## src/rtl/clk_div_ctrl.sv

```systemverilog
// Programmable power-of-two clock divider.
// clk_out has half-period 2^cur_sel clk_in cycles. A new selection is handed over
// with a sel_req/sel_ack handshake and only takes effect at a period boundary,
// so no shortened phase is ever produced by a selection change.
module clk_div_ctrl #(
    parameter int unsigned DEFAULT_SEL = 17,
    parameter int unsigned MAX_SEL     = 17
) (
    input  logic       clk_in,
    input  logic       rst,
    input  logic       en,
    input  logic [4:0] div_sel,
    input  logic       sel_req,
    output logic       sel_ack,
    output logic       clk_out,
    output logic       tick,
    output logic       busy,
    output logic [4:0] cur_sel
);

    typedef enum logic [1:0] {
        IDLE,
        RUN,
        SWITCH,
        STOP
    } state_t;

    state_t      state;
    logic [16:0] cnt;
    logic [4:0]  pending;
    logic [17:0] limit;
    logic [4:0]  sel_sat;
    logic        tc;
    logic        latch_req;
    logic        apply_sw;

    // Terminal count, saturated request value and handshake qualifiers.
    always_comb begin
        limit     = (18'd1 << cur_sel) - 18'd1;
        tc        = ({1'b0, cnt} == limit);
        sel_sat   = (div_sel > 5'(MAX_SEL)) ? 5'(MAX_SEL) : div_sel;
        // The requester still holds sel_req during the sel_ack cycle; that
        // cycle must not be taken as a fresh request.
        latch_req = sel_req && !busy && !sel_ack;
        // A pending selection is applied when a high phase ends, i.e. at the
        // close of a full low+high period.
        apply_sw  = tc && clk_out && busy;
    end

    // Control FSM, half-period counter, divided clock and handshake registers.
    always_ff @(posedge clk_in or posedge rst) begin
        if (rst) begin
            state   <= IDLE;
            cnt     <= '0;
            clk_out <= 1'b0;
            tick    <= 1'b0;
            sel_ack <= 1'b0;
            busy    <= 1'b0;
            pending <= 5'(DEFAULT_SEL);
            cur_sel <= 5'(DEFAULT_SEL);
        end else begin
            tick    <= 1'b0;
            sel_ack <= 1'b0;

            if (latch_req) begin
                pending <= sel_sat;
                busy    <= 1'b1;
            end

            case (state)
                IDLE: begin
                    cnt     <= '0;
                    clk_out <= 1'b0;
                    // Nothing is running, so a latched selection applies at once.
                    if (busy) begin
                        cur_sel <= pending;
                        sel_ack <= 1'b1;
                        busy    <= 1'b0;
                    end
                    if (en) begin
                        state <= RUN;
                    end
                end

                default: begin
                    if (!en && !clk_out) begin
                        // Stopping in the low phase: cut it short, never start a high pulse.
                        state   <= IDLE;
                        cnt     <= '0;
                        clk_out <= 1'b0;
                    end else begin
                        if (tc) begin
                            cnt     <= '0;
                            clk_out <= ~clk_out;
                            tick    <= ~clk_out;
                            if (apply_sw) begin
                                cur_sel <= pending;
                                sel_ack <= 1'b1;
                                busy    <= 1'b0;
                            end
                        end else begin
                            cnt <= cnt + 17'd1;
                        end

                        // Disabled with clk_out high: finish the high phase in STOP,
                        // then fall to IDLE on its terminal count.
                        if (!en) begin
                            state <= tc ? IDLE : STOP;
                        end else if ((busy && !apply_sw) || latch_req) begin
                            state <= SWITCH;
                        end else begin
                            state <= RUN;
                        end
                    end
                end
            endcase
        end
    end

endmodule

```

## config.mk

```make
export PLATFORM = sky130hd
export DESIGN_NAME = clk_div_ctrl
export DESIGN_NICKNAME = d
export VERILOG_FILES = /design/src/rtl/clk_div_ctrl.sv
export SDC_FILE = /design/constraint.sdc
export NUM_CORES = 1
export LEC_CHECK = 0
export ABC_AREA = 1
export CAP_MARGIN = 40
export CORE_ASPECT_RATIO = 2
export CORE_MARGIN = 1
export CORE_UTILIZATION = 64
export DETAILED_ROUTE_END_ITERATION = 6
export DONT_BUFFER_PORTS = 1
export PLACE_DENSITY = 0.8
export SLEW_MARGIN = 20
export SYNTH_ARGS = -nofsm -noshare
export SYNTH_HDL_FRONTEND = slang
export SYNTH_SLANG_ARGS = --single-unit
```

## constraint.sdc

```tcl
create_clock -name clk_in -period 2.7 [get_ports clk_in]
set_input_delay 0.27 -clock clk_in [delete_from_list [all_inputs] [get_ports clk_in]]
set_output_delay 0.27 -clock clk_in [all_outputs]
set_load 0.005 [all_outputs]
```

==> metrics.md <==
| Metric | Value |
|---|---|
| Run status | complete, but fails checks |
| Violations in the final reports | setup timing |
| Fraction of registers with async set/reset | 100% |
| Relative slew margins | a little over three fifths |
| Post-synthesis instance area | around 2500 um2 |
| Vertical die dimension | approximately 91 um |
| HPWL after detailed placement | between 4000 and 5000 um |
| Family with the most delay on the worst path | simple AND/OR/NAND/NOR gates |
| Post-layout minimum cycle time | about 2800 ps |
| Post-route antenna net violation count | 0 |
| Area taken by multi-input logic gates | roughly 1500 um2 |
| Clk slew on worst S/H paths | 70 ps |
| Peak supply drop | between 0.8 and 0.9 mV |
| Commonest non-fill, non-tap cell in the layout | sky130_fd_sc_hd__nand2_1 |
| Main combinational cell family by area after synthesis | simple AND/OR/NAND/NOR gates |
| Simple-gate area share of the yosys netlist | a little under half |
| Portion of the clock cycle consumed by the worst path in the final layout | 103% |
| Count of buffers from port buffering | 0 |
| Proportion of synthesized area in mux cells | 0% |
| Number of slew-limit violations in the final report | 0 |
| Initial antenna violation count | 0 |
| Standard-cell row count | 31 |
| Post-detailed-route DRC marker count | 0 |
| Clock Path Buffers | 2 |
| Area of the core | around 3700 um2 |
| Number of global-route vias before repair | between 2000 and 2500 |
| Total number of vias | around 2300 |
| Starting DRT DRC Count | 73 |
| Number of cells on the critical path | 21 |
| Total routed wirelength | about 6100 um |
| Clk_lat worst skew | 290 ps |
| Largest stage delay on the critical path | 550 ps |
| Signal arrival time at the worst endpoint | 3010 ps |
| Number of synthesized flops with an enable pin | 0 |
| Area growth from synthesis to layout | 9.75% |
| Count of H-tree levels built during CTS | 2 |
| WHS Path Cells | 1 |
| Setup repair after global routing missed its margin | yes |
| Total cell area at the placement stage | 2610 um2 |
| Total clock sinks | 33 |
| Setup slack, reg-to-reg | -70 ps |
| Top cell by count, worst path | sky130_fd_sc_hd__nand2_1 |
| Top area cells in the synthesized netlist | sky130_fd_sc_hd__dfrtp_1, sky130_fd_sc_hd__nand2_1, sky130_fd_sc_hd__nand3_1, sky130_fd_sc_hd__nor2_4, sky130_fd_sc_hd__inv_1 |
| Worst Slack Setup Final | -73.2 ps |
| Sequential Area | roughly 830 um2 |
| Max Cap Violations | 0 |
| Post-layout util | approximately three quarters |
| Total die area | approximately 4200 um2 |
| Post-synthesis xor/xnor area fraction | under 10% |
| Number of buffers added by the clock tree synthesis step | 5 |
| Adder-cell share of the synthesized area | less than 1% |
| Post-synthesis sequential element count | 33 |
| Total of fill cells in the finished design | roughly 310 |
| TritonCTS clock tree | built |
| Distinct cell type count of the synthesized netlist | 36 |
| GPL Wtd Cong | 1.01 |
| Iteration count of the initial detailed-routing pass | 4 |
| GRT Overall Usage | about a third |
| Placed Instances | 400 |
| Starting density of the core | approximately two thirds |
| CP Class | reg2reg |
| Average routed wire per standard cell | between 10 and 15 um |
| Worst Path Required | between 2000 and 3000 ps |
| Post-Syn Area per Cell | about 7.3 um2 |
| Nets | around 370 |
| Transition time of the tightest slew-check pin | 563 ps |
| Global-route wire length before repair | about 9700 um |
| Synthesized net count | 356 |
| Crit-path slowest cell | sky130_fd_sc_hd__dfstp_2 |
| Critical-path cell list | inv_2 > nor2_2 > nand2_1 > inv_2 > nand2_2 > ha_4 > nand2_2 > inv_2 > nor2_2 > nand3_2 > nor2_2 > nand2_1 > nor2_1 > nand2_1 > nor2_1 > nand3_1 > nor2_2 > nand4_4 > nand2_4 > nand2_1 > nand2_1 |
| Most used cells in the layout excluding fill and tap cells | sky130_fd_sc_hd__nand2_1, sky130_fd_sc_hd__inv_1, sky130_fd_sc_hd__nand3_1 |
| Final number of setup-violating endpoints | 8 |
| Pin count of the biggest net entering global routing | 34 |
| PwrDens | around 1100 nW/um2 |
| Total power after layout | slightly above 0.003 W |
| Area share of the largest cell type after synthesis | ~29% |
| CP max FO | 7 |
| Hold Crit Class | in2reg |
| Number of standard cells in the final layout excluding fillers | a little over 400 |
| Sequential cell area fraction in the yosys report | around a third |
| Number of warnings reported in the yosys synthesis log | 0 |
| Overflow left after global routing | 0 |
| Final count of hold timing violations | 0 |
| Area fraction in compound gates after synthesis | 5.12% |
| Peak clock frequency supported by timing | between 300 and 400 MHz |
| Gate Count Post-Synth | roughly 350 |
| Critical Path End Type | register |
| Final Cell Area | 2760 um2 |
| Number of cells on the worst reg-to-reg path | 21 |
| Worst setup skew after layout | 5.80 ps |
| Leakage dissipation | 1.33 nW |
| Most frequently used flop master after synthesis | sky130_fd_sc_hd__dfrtp_1 |
| Kind of launch point of the worst setup path | register |
| Leading area contributor after synthesis | sky130_fd_sc_hd__dfrtp_1 |
| Antenna cell count | 0 |
| Bufs and invs on worst path | 3 |
| Clock Root Buffer | sky130_fd_sc_hd__clkbuf_8 |
| Fraction of layout cells with a size suffix above 1 | 23.2% |
| Via count normalized by instance count | 5.64 |
| Die Width | between 40 and 50 um |
| I/O Pins | 18 |
worst paths after layout:
check                                       start                endpoint
max                        cur_sel[0]$_DFFE_PP1P_  cur_sel[0]$_DFFE_PP1P_
min                                            en    state[1]$_DFFE_PP0P_
min in group asynchronous                     rst     clk_out$_DFFE_PP0P_
max in group asynchronous                     rst  pending[0]$_DFFE_PP1P_
max reg2reg                cur_sel[0]$_DFFE_PP1P_  cur_sel[0]$_DFFE_PP1P_
min reg2reg                pending[4]$_DFFE_PP1P_  pending[4]$_DFFE_PP1P_
flip-flops by register name, indices dropped and copies added, names as in the netlist:
name     cells
cnt         17
cur_sel      5
pending      5
state        2
busy         1
clk_out      1
sel_ack      1
tick         1
layer usage:
layer  part of all wire, %  vias up  wire [um]  global-route usage [%]
li1                      -     1127          -                       -
met1                    38     1091       2290                    37.4
met2                    54       73       3300                    51.4
met3                   3.3       25        202                    5.00
met4                   4.9        0        298                    21.3
met5                     0        -          0                       0
repair_timing:
item	CTS	global route
setup endpoints to repair	0	21
hold buffers	1	0
endpoints found under the hold margin	29	0
buffers inserted	0	2
resized for setup	0	12
power by group:
group | internal [W] | total (W) | switching [W]
sequential | 0.000631 | 0.000756 | 0.000125
combinational | 0.000687 | 0.00194 | 0.00126
clock | 0.000208 | 0.000383 | 0.000176
metrics by stage:
step | hold WS [ps] | setup TNS, ps | worst slack, ps
6_report | 63.5 | -406 | -73.2
5_1_grt | 62.9 | -1280 | -166
4_1_cts | 64.8 | 0 | 71.1
3_5_place_dp | 269 | 0 | 93.2
3_3_place_gp | 264 | 0 | 111
2_1_floorplan | 360 | 0 | 231
synth_stat cells (3+ instances only):
library cell / n
sky130_fd_sc_hd__a21oi_1: 8
sky130_fd_sc_hd__a22o_1: 3
sky130_fd_sc_hd__dfrtp_1: 29
sky130_fd_sc_hd__dfstp_2: 4
sky130_fd_sc_hd__inv_1: 44
sky130_fd_sc_hd__inv_2: 4
sky130_fd_sc_hd__nand2_1: 92
sky130_fd_sc_hd__nand2_2: 4
sky130_fd_sc_hd__nand2_4: 4
sky130_fd_sc_hd__nand3_1: 38
sky130_fd_sc_hd__nand3_2: 6
sky130_fd_sc_hd__nand4_1: 8
sky130_fd_sc_hd__nor2_1: 37
sky130_fd_sc_hd__nor2_2: 8
sky130_fd_sc_hd__nor2_4: 15
sky130_fd_sc_hd__nor3_1: 6
sky130_fd_sc_hd__xnor2_1: 4
sky130_fd_sc_hd__xor2_1: 6
layout make-up:
class | count | area share [%]
Multi-Input combinational cell | 258 | 53.7
Tap cell | 49 | 2.22
Inverter | 48 | 6.52
Timing Repair Buffer | 15 | 4.17
Sequential cell | 33 | 30.1
Clock buffer | 8 | 3.26
cells by family (layout without fill, tap and decap cells):
kind of cell | after synthesis | in the layout
xor gates and xnor gates | 10 | 10
and+or+nand+nor | 226 | 226
buffers and inverters | 54 | 71
AOI/OAI and AO/OA | 20 | 20
adders and majority gates | 2 | 2
DFF | 33 | 33
Note: power is estimated with default switching activity, not from simulation.
